==> src/rtl/ldst_port_sched.sv <==
// ldst_port_sched: round-robin scheduler for the shared load/store memory port.
// A winning request's length/stride/base are captured in IDLE, RUN issues one
// beat per accepted cycle at base + k*stride, and DONE emits a one-cycle
// end-of-access pulse before returning to IDLE.
module ldst_port_sched #(
  parameter int WIDTH_ADDR = 32,
  parameter int WIDTH_LEN  = 16
) (
  input  logic                  clock,
  input  logic                  reset,
  input  logic                  I_Stall,
  input  logic                  I_Ld_Req,
  input  logic [WIDTH_LEN-1:0]  I_Ld_Length,
  input  logic [WIDTH_ADDR-1:0] I_Ld_Stride,
  input  logic [WIDTH_ADDR-1:0] I_Ld_Base,
  input  logic                  I_St_Req,
  input  logic [WIDTH_LEN-1:0]  I_St_Length,
  input  logic [WIDTH_ADDR-1:0] I_St_Stride,
  input  logic [WIDTH_ADDR-1:0] I_St_Base,
  input  logic                  I_Mem_Ready,
  output logic                  O_Ld_Grant,
  output logic                  O_St_Grant,
  output logic                  O_Mem_Req,
  output logic                  O_Mem_Store,
  output logic [WIDTH_ADDR-1:0] O_Mem_Addr,
  output logic                  O_End_Access
);

  typedef enum logic [1:0] {
    S_IDLE = 2'd0,
    S_RUN  = 2'd1,
    S_DONE = 2'd2
  } state_t;

  state_t                r_state;
  logic                  r_owner;    // 0 = load burst, 1 = store burst
  logic                  r_last_st;  // owner of the most recently started burst
  logic [WIDTH_LEN-1:0]  r_len;
  logic [WIDTH_LEN-1:0]  r_cnt;
  logic [WIDTH_ADDR-1:0] r_stride;
  logic [WIDTH_ADDR-1:0] r_addr;

  logic                  w_run;
  logic                  w_cnt_done;
  logic                  w_fire;
  logic                  w_win;
  logic                  w_pick_st;
  logic [WIDTH_LEN-1:0]  w_cnt_inc;

  assign w_run      = (r_state == S_RUN);
  assign w_cnt_done = (r_cnt == r_len);
  assign w_cnt_inc  = r_cnt + 1'b1;
  assign w_win      = I_Ld_Req | I_St_Req;
  // Store wins when it is alone, or when both request and load went last.
  assign w_pick_st  = I_St_Req & (~I_Ld_Req | ~r_last_st);
  assign w_fire     = O_Mem_Req & I_Mem_Ready;

  // Scheduler FSM: arbitration, operand capture and beat sequencing.
  always_ff @(posedge clock) begin
    if (reset) begin
      r_state   <= S_IDLE;
      r_owner   <= 1'b0;
      r_last_st <= 1'b1;
      r_len     <= '0;
      r_cnt     <= '0;
      r_stride  <= '0;
      r_addr    <= '0;
    end else begin
      case (r_state)
        S_IDLE: begin
          if (w_win) begin
            r_owner   <= w_pick_st;
            r_last_st <= w_pick_st;
            r_len     <= w_pick_st ? I_St_Length : I_Ld_Length;
            r_stride  <= w_pick_st ? I_St_Stride : I_Ld_Stride;
            r_addr    <= w_pick_st ? I_St_Base   : I_Ld_Base;
            r_cnt     <= '0;
            r_state   <= S_RUN;
          end
        end
        S_RUN: begin
          if (w_fire) begin
            r_addr <= r_addr + r_stride;
            r_cnt  <= w_cnt_inc;
          end
          // Leave right after the final beat, or at once for a zero-length burst.
          if (w_cnt_done || (w_fire && (w_cnt_inc == r_len))) begin
            r_state <= S_DONE;
          end
        end
        S_DONE: begin
          r_state <= S_IDLE;
        end
        default: begin
          r_state <= S_IDLE;
        end
      endcase
    end
  end

  // Outputs are decodes of registered state; only O_Mem_Req sees I_Stall directly.
  assign O_Ld_Grant   = w_run & ~r_owner;
  assign O_St_Grant   = w_run &  r_owner;
  assign O_Mem_Req    = w_run & ~I_Stall & ~w_cnt_done;
  assign O_Mem_Store  = w_run &  r_owner;
  assign O_Mem_Addr   = w_run ? r_addr : '0;
  assign O_End_Access = (r_state == S_DONE);

endmodule

==> config.mk <==
export PLATFORM = sky130hd
export DESIGN_NAME = ldst_port_sched
export DESIGN_NICKNAME = d
export VERILOG_FILES = /design/src/rtl/ldst_port_sched.sv
export SDC_FILE = /design/constraint.sdc
export NUM_CORES = 1
export LEC_CHECK = 0
export CAP_MARGIN = 20
export CORE_MARGIN = 5
export CORE_UTILIZATION = 44
export CTS_CLUSTER_DIAMETER = 30
export DETAILED_ROUTE_END_ITERATION = 7
export PLACE_DENSITY = 0.78
export REMOVE_ABC_BUFFERS = 1
export SETUP_SLACK_MARGIN = 0.15
export SLEW_MARGIN = 20
export SYNTH_ARGS = -nofsm -noshare
export SYNTH_HDL_FRONTEND = slang
export SYNTH_SLANG_ARGS = --single-unit
==> constraint.sdc <==
create_clock -name clock -period 2.21 [get_ports clock]
set_input_delay 0.221 -clock clock [delete_from_list [all_inputs] [get_ports clock]]
set_output_delay 0.221 -clock clock [all_outputs]
set_load 0.03 [all_outputs]
## Word-level counts from Yosys, hierarchy flattened

Index checks and enable logic that the tools add are counted.

- Register bits: 100
- Input port bits: 166
- Output and inout port bits: 37

- Add/sub/neg operators: 2
- Equality and inequality tests: 7
- Multiplexer cells: 13
- Bitwise logic cells: 13
- Reduce and logical (&&, ||, !) cells: 7

Operators with widths:

| cell | count |
|---|---|
| 32-bit 2-to-1 mux | 5 |
| 32-bit case mux with 2 select lines | 1 |
| 16-bit 2-to-1 mux | 3 |
| 32-bit adder | 1 |
| 16-bit == test | 2 |
| 16-bit case mux with 2 select lines | 1 |
| 16-bit by 1-bit adder with 16-bit output (second input constant) | 1 |
| 1-bit AND | 6 |
| 1-bit NOT | 5 |
| 2-bit 2-to-1 mux | 2 |
| 2-bit by 1-bit inequality test with 1-bit output (second input constant) | 2 |
| 2-bit case mux with 2 select lines | 1 |
| 2-bit AND reduction | 2 |
| 3-bit AND reduction | 1 |
| 2-bit by 1-bit == test with 1-bit output (second input constant) | 1 |
| 2-bit == test (second input constant) | 1 |
| 2-bit logical NOT | 1 |
| 2-bit inequality test (second input constant) | 1 |
| 1-bit OR | 2 |
| 2-bit nonzero test | 1 |
| 1-bit logical AND | 1 |
| 1-bit logical OR | 1 |

## Logic depth before layout (Yosys ltp)

- Depth in word-level cells: 8
- Depth in mapped cells: 11
- Depth with buffers taken out: 11

## Least setup slack after synthesis

OpenSTA, ideal clock, no wires.

- Kind: reg2reg
- Start point: register r_stride[11]
- End point: register r_addr[30]
- Setup time: 0.139 ns
- Arrival time: 2.303 ns
- Required time: 2.071 ns
- Path slack: -0.231 ns
- Stages on the path, launching flop included: 10
- Period minus slack after synthesis: 2.441 ns
- Cells stage by stage: dfxtp_1 ha_1 a21o_1 a31o_2 a21oi_1 a31oi_1 a221o_1 a221oi_1 mux2i_1 a21oi_1

- Cells in the longest elaborated chain, start to end: 3

RTL lines:

| element | line | RTL |
|---|---|---|
| from (decl) | 40 | `logic [WIDTH_ADDR-1:0] r_stride;` |
| from (signal assigned) | 75 | `r_stride <= w_pick_st ? I_St_Stride : I_Ld_Stride;` |
| 32-bit adder | 83 | `r_addr <= r_addr + r_stride;` |
| 32-bit 2-to-1 mux | 82 | `if (w_fire) begin` |
| 32-bit case mux with 2 select lines | 69 | `case (r_state)` |
| to (signal assigned) | 76 | `r_addr <= w_pick_st ? I_St_Base : I_Ld_Base;` |
| to (signal assigned) | 83 |  |
| to (decl) | 41 | `logic [WIDTH_ADDR-1:0] r_addr;` |

No other way between the ends. The select of a mux whose other input is x is not followed.
A chain may end at the register's enable or synchronous reset.

## Worst setup path in the final report

- Start point: register r_stride[21]
- End point: register r_addr[30]

The elaborated chain is that of the path after synthesis.

==> results by group <==
Status
  – Outcome: complete, but fails checks
  – Failing checks: setup timing

Yosys
  – Sequential fraction of the synthesis area: approximately 28%
  – Yosys reg bits: 100
  – Cells after Synth: slightly below 1k
  – Async set-reset flop share out of synthesis: 0%
  – Mapped cell area: around 0.0072 mm^2
  – Synthesized area per cell: 7.30 um^2
  – Synth warn: 0
  – Yosys cell types: 68
  – Top_reg_cell synth: dfxtp_1
  – EDFF count, synth: 0

Timing
  – Final hold vios: 0
  – Fmax: a little under 400 MHz
  – Hold slack: 0.219 ns
  – Setup WS post-layout: -0.392 ns
  – Slew HR: about three fifths
  – Final Critical Period: ~2.6 ns
  – Least-Margin Pin Slew: about 0.6 ns
  – RSZ-0062 raised after global routing: true
  – Final setup fails: 50
  – Clock Skew: about 0.0084 ns
  – Max Slew Vio Count: 0
  – Final Cycle Share: 118%

Power
  – Switching share of power: ~36%
  – Clk network pwr share: a little under a quarter
  – Pwr Density: around 570 mW/mm^2
  – Cell-internal power: roughly 4.4 mW
  – Sequential Power Share: roughly 31%
  – Gate power share: 44.9%
  – Psw: 2.45 mW
  – Peak VDD IR: 0.424 mV
  – Pleak: roughly 5.1 nW

CTS
  – CTS Buffer Depth: 2
  – Worst-Skew Late Latency: ~0.36 ns
  – Worst-path clk slew: 0.07 ns
  – CTS Buf Count: 9
  – Root buffer cell: clkbuf_16
  – CTS tree: yes
  – H-tree depth: 3
  – Clock sink total: 100
  – Hold buffers post-CTS: 0

Worst setup path
  – Critical path arrival: between 2 and 3 ns
  – Worst setup EP type: flip-flop
  – CP max-delay cell: a221o_1
  – R2R depth: 9
  – Critical R2R Capture: r_addr[30]
  – CP peak stage delay: 0.44 ns
  – RR Startpoint: r_stride[21]
  – Worst Setup Start Kind: flip-flop
  – Critical Path RT: 2.46 ns
  – Worst setup path class: reg -> reg
  – CP max FO: 3
  – Cell mode on critical path: a21oi_1
  – R2R Setup Slk: -0.39 ns
  – Crit-path cells: ha_1, a21oi_1, o21ai_0, nor2_1, a31oi_4, a221o_1, a221oi_2, mux2i_1, a21oi_1

Floorplan
  – I/O pins: 203
  – DIE WIDTH: around 140 um
  – Std cell rows: 46
  – Die Ht: ~140 um
  – Starting density of the core: 44.9%
  – Core Area: about 0.016 mm^2
  – Die area: about 0.019 mm^2

Worst hold path
  – Hold path cells: 2
  – Hold crit path type: in -> reg
  – Hold path start: reset
  – Hold Path Sink: r_addr[15]

Flow run
  – Number of max-cap violations: 0

Detailed routing
  – Vias per std cell: roughly 5.6
  – First drt pass iteration count: 6
  – Vias: about 8.6k
  – Antenna-violating nets left: 0
  – Initial DRC count: roughly 750
  – WL/cell: between 15 and 20 um
  – Detailed-route DRC error count: 0
  – Post-Route WL: ~28000 um

Finish
  – Syn-to-layout area delta: 67.2%
  – Most frequent cells in the layout: nand2_1, clkdlybuf4s50_1, buf_4, nor2_1, dfxtp_1
  – Non-Filler Instances: ~1.5k
  – Fraction of layout instances using a drive strength above 1: around 28%
  – Nets: 1512
  – Most common cell after layout, fill and taps aside: nand2_1

Global route
  – Largest net degree at the start of global routing: 53
  – Overflow after GRT: 0
  – First-pass GRT wire length: between 40000 and 50000 um
  – Vias in the first global route: approximately 8.4k
  – Initial antenna violation count: 0
  – Total GRT Usage: 27.4%

Placement
  – Cell count after placement: 1483
  – DPL Wire Length: around 18000 um
  – Gp weighted congestion: between 0.9 and 1
  – IO buf count: between 200 and 250
==> cell families after synthesis <==
family                     share of synthesized area (%)
muxes                                              0.735
and+or+nand+nor                                     28.3
AOI/OAI and AO/OA                                   25.3
xor gates and xnor gates                            6.98
buffers and inverters                               4.83
adders and majority gates                           5.88
DFF                                                 28.0
==> critical path: cells and delay by family, from the launching register on <==
kind                       cells  cell delay, ns
and+or+nand+nor                1            0.22
adders and majority gates      1            0.33
DFF                            1            0.33
AOI/OAI and AO/OA              6            1.37
muxes                          1            0.25
==> stage by stage <==
stage / util [%] / power (mW) / area [um^2] / setup WS, ns / TNS, ns
floorplan: - / 3.46 / 6840 / -1.26 / -67.48
global placement: 65.6 / 4.65 / 10500 / -0.422 / -6.93
detailed placement: 65.6 / 4.69 / 10500 / -0.521 / -9.11
CTS: 71.9 / 6.60 / 11500 / -0.338 / -10.83
global route: 75.0 / 7.15 / 12000 / -0.482 / -14.79
finish: 75.0 / 6.83 / 12000 / -0.392 / -10.20
==> cell usage after synthesis, types with 3 or more instances <==
cell type / count / area (um^2)
inv_1: 10 / 37.5
a31o_2: 3 / 26.3
nor2b_1: 7 / 43.8
o21ai_0: 25 / 125
nor3b_1: 3 / 22.5
xnor2_1: 38 / 333
or2_2: 3 / 18.8
or3_1: 5 / 31.3
clkbuf_1: 56 / 210
and3_1: 7 / 43.8
o21bai_1: 6 / 45.0
nand2_1: 215 / 807
nand4_1: 12 / 75.1
a31oi_1: 13 / 81.3
nor2_1: 108 / 405
a21oi_1: 63 / 315
xor2_1: 19 / 166
a311oi_1: 52 / 455
a211oi_2: 5 / 62.6
nand3_1: 22 / 110
buf_6: 4 / 45.0
a21o_1: 21 / 158
nor3_1: 18 / 90.1
o21a_1: 9 / 67.6
buf_1: 6 / 22.5
a211oi_1: 9 / 67.6
a22oi_1: 3 / 22.5
dfxtp_1: 100 / 2000
mux2i_1: 3 / 30.0
ha_1: 32 / 400
and4_1: 3 / 26.3
o211ai_1: 14 / 105
and2_1: 36 / 225
buf_2: 3 / 15.0
==> final cells by class <==
type	count	area [um^2]
diodes	2	5.00
clock buffers	10	229
clock inverters	6	62.6
fillers	1178	3980
inverters	10	37.5
multi-input cells	802	5610
flip-flops and latches	100	2020
well taps	216	270
repair buffers	390	3730
==> per-layer routing <==
metal,up-vias,GRT usage (%),wire length (um)
met5,-,0,0
met4,0,12.6,979
met3,85,5.44,2190
met2,374,46.5,13400
met1,4037,33.4,11300
li1,4149,-,-
==> flip-flops by register name, indices dropped and copies added, names as in the netlist <==
signal	count
r_state	2
r_addr	32
r_last_st	1
r_cnt	16
r_len	16
r_stride	32
r_owner	1
==> worst max-delay path by stage <==
stage,start,end,cells past startpoint
finish,r_stride[21],r_addr[30],9
detailed placement,r_stride[0],r_addr[30],11
global placement,r_stride[0],r_addr[30],11
floorplan,r_state[1],r_addr[27],5
global route,r_stride[21],r_addr[30],9
CTS,r_stride[0],r_addr[30],11
==> power groups by stage <==
stage	clock (mW)	combinational (mW)	sequential, mW
6_report	1.64	3.07	2.13
3_5_place_dp	0	2.54	2.15
4_1_cts	1.64	2.84	2.12
2_1_floorplan	0	1.34	2.12
5_1_grt	1.71	3.29	2.15
3_3_place_gp	0	2.51	2.14
==> what timing repair did <==
item                                   in CTS  in global routing
gates resized for setup                   146                 89
setup buffers                              21                  8
gates cloned                                6                  0
endpoints found under the hold margin       0                  0
setup endpoints to repair                  70                 62
pin swaps                                  81                 59
Note: power is estimated with default switching activity, not from simulation.
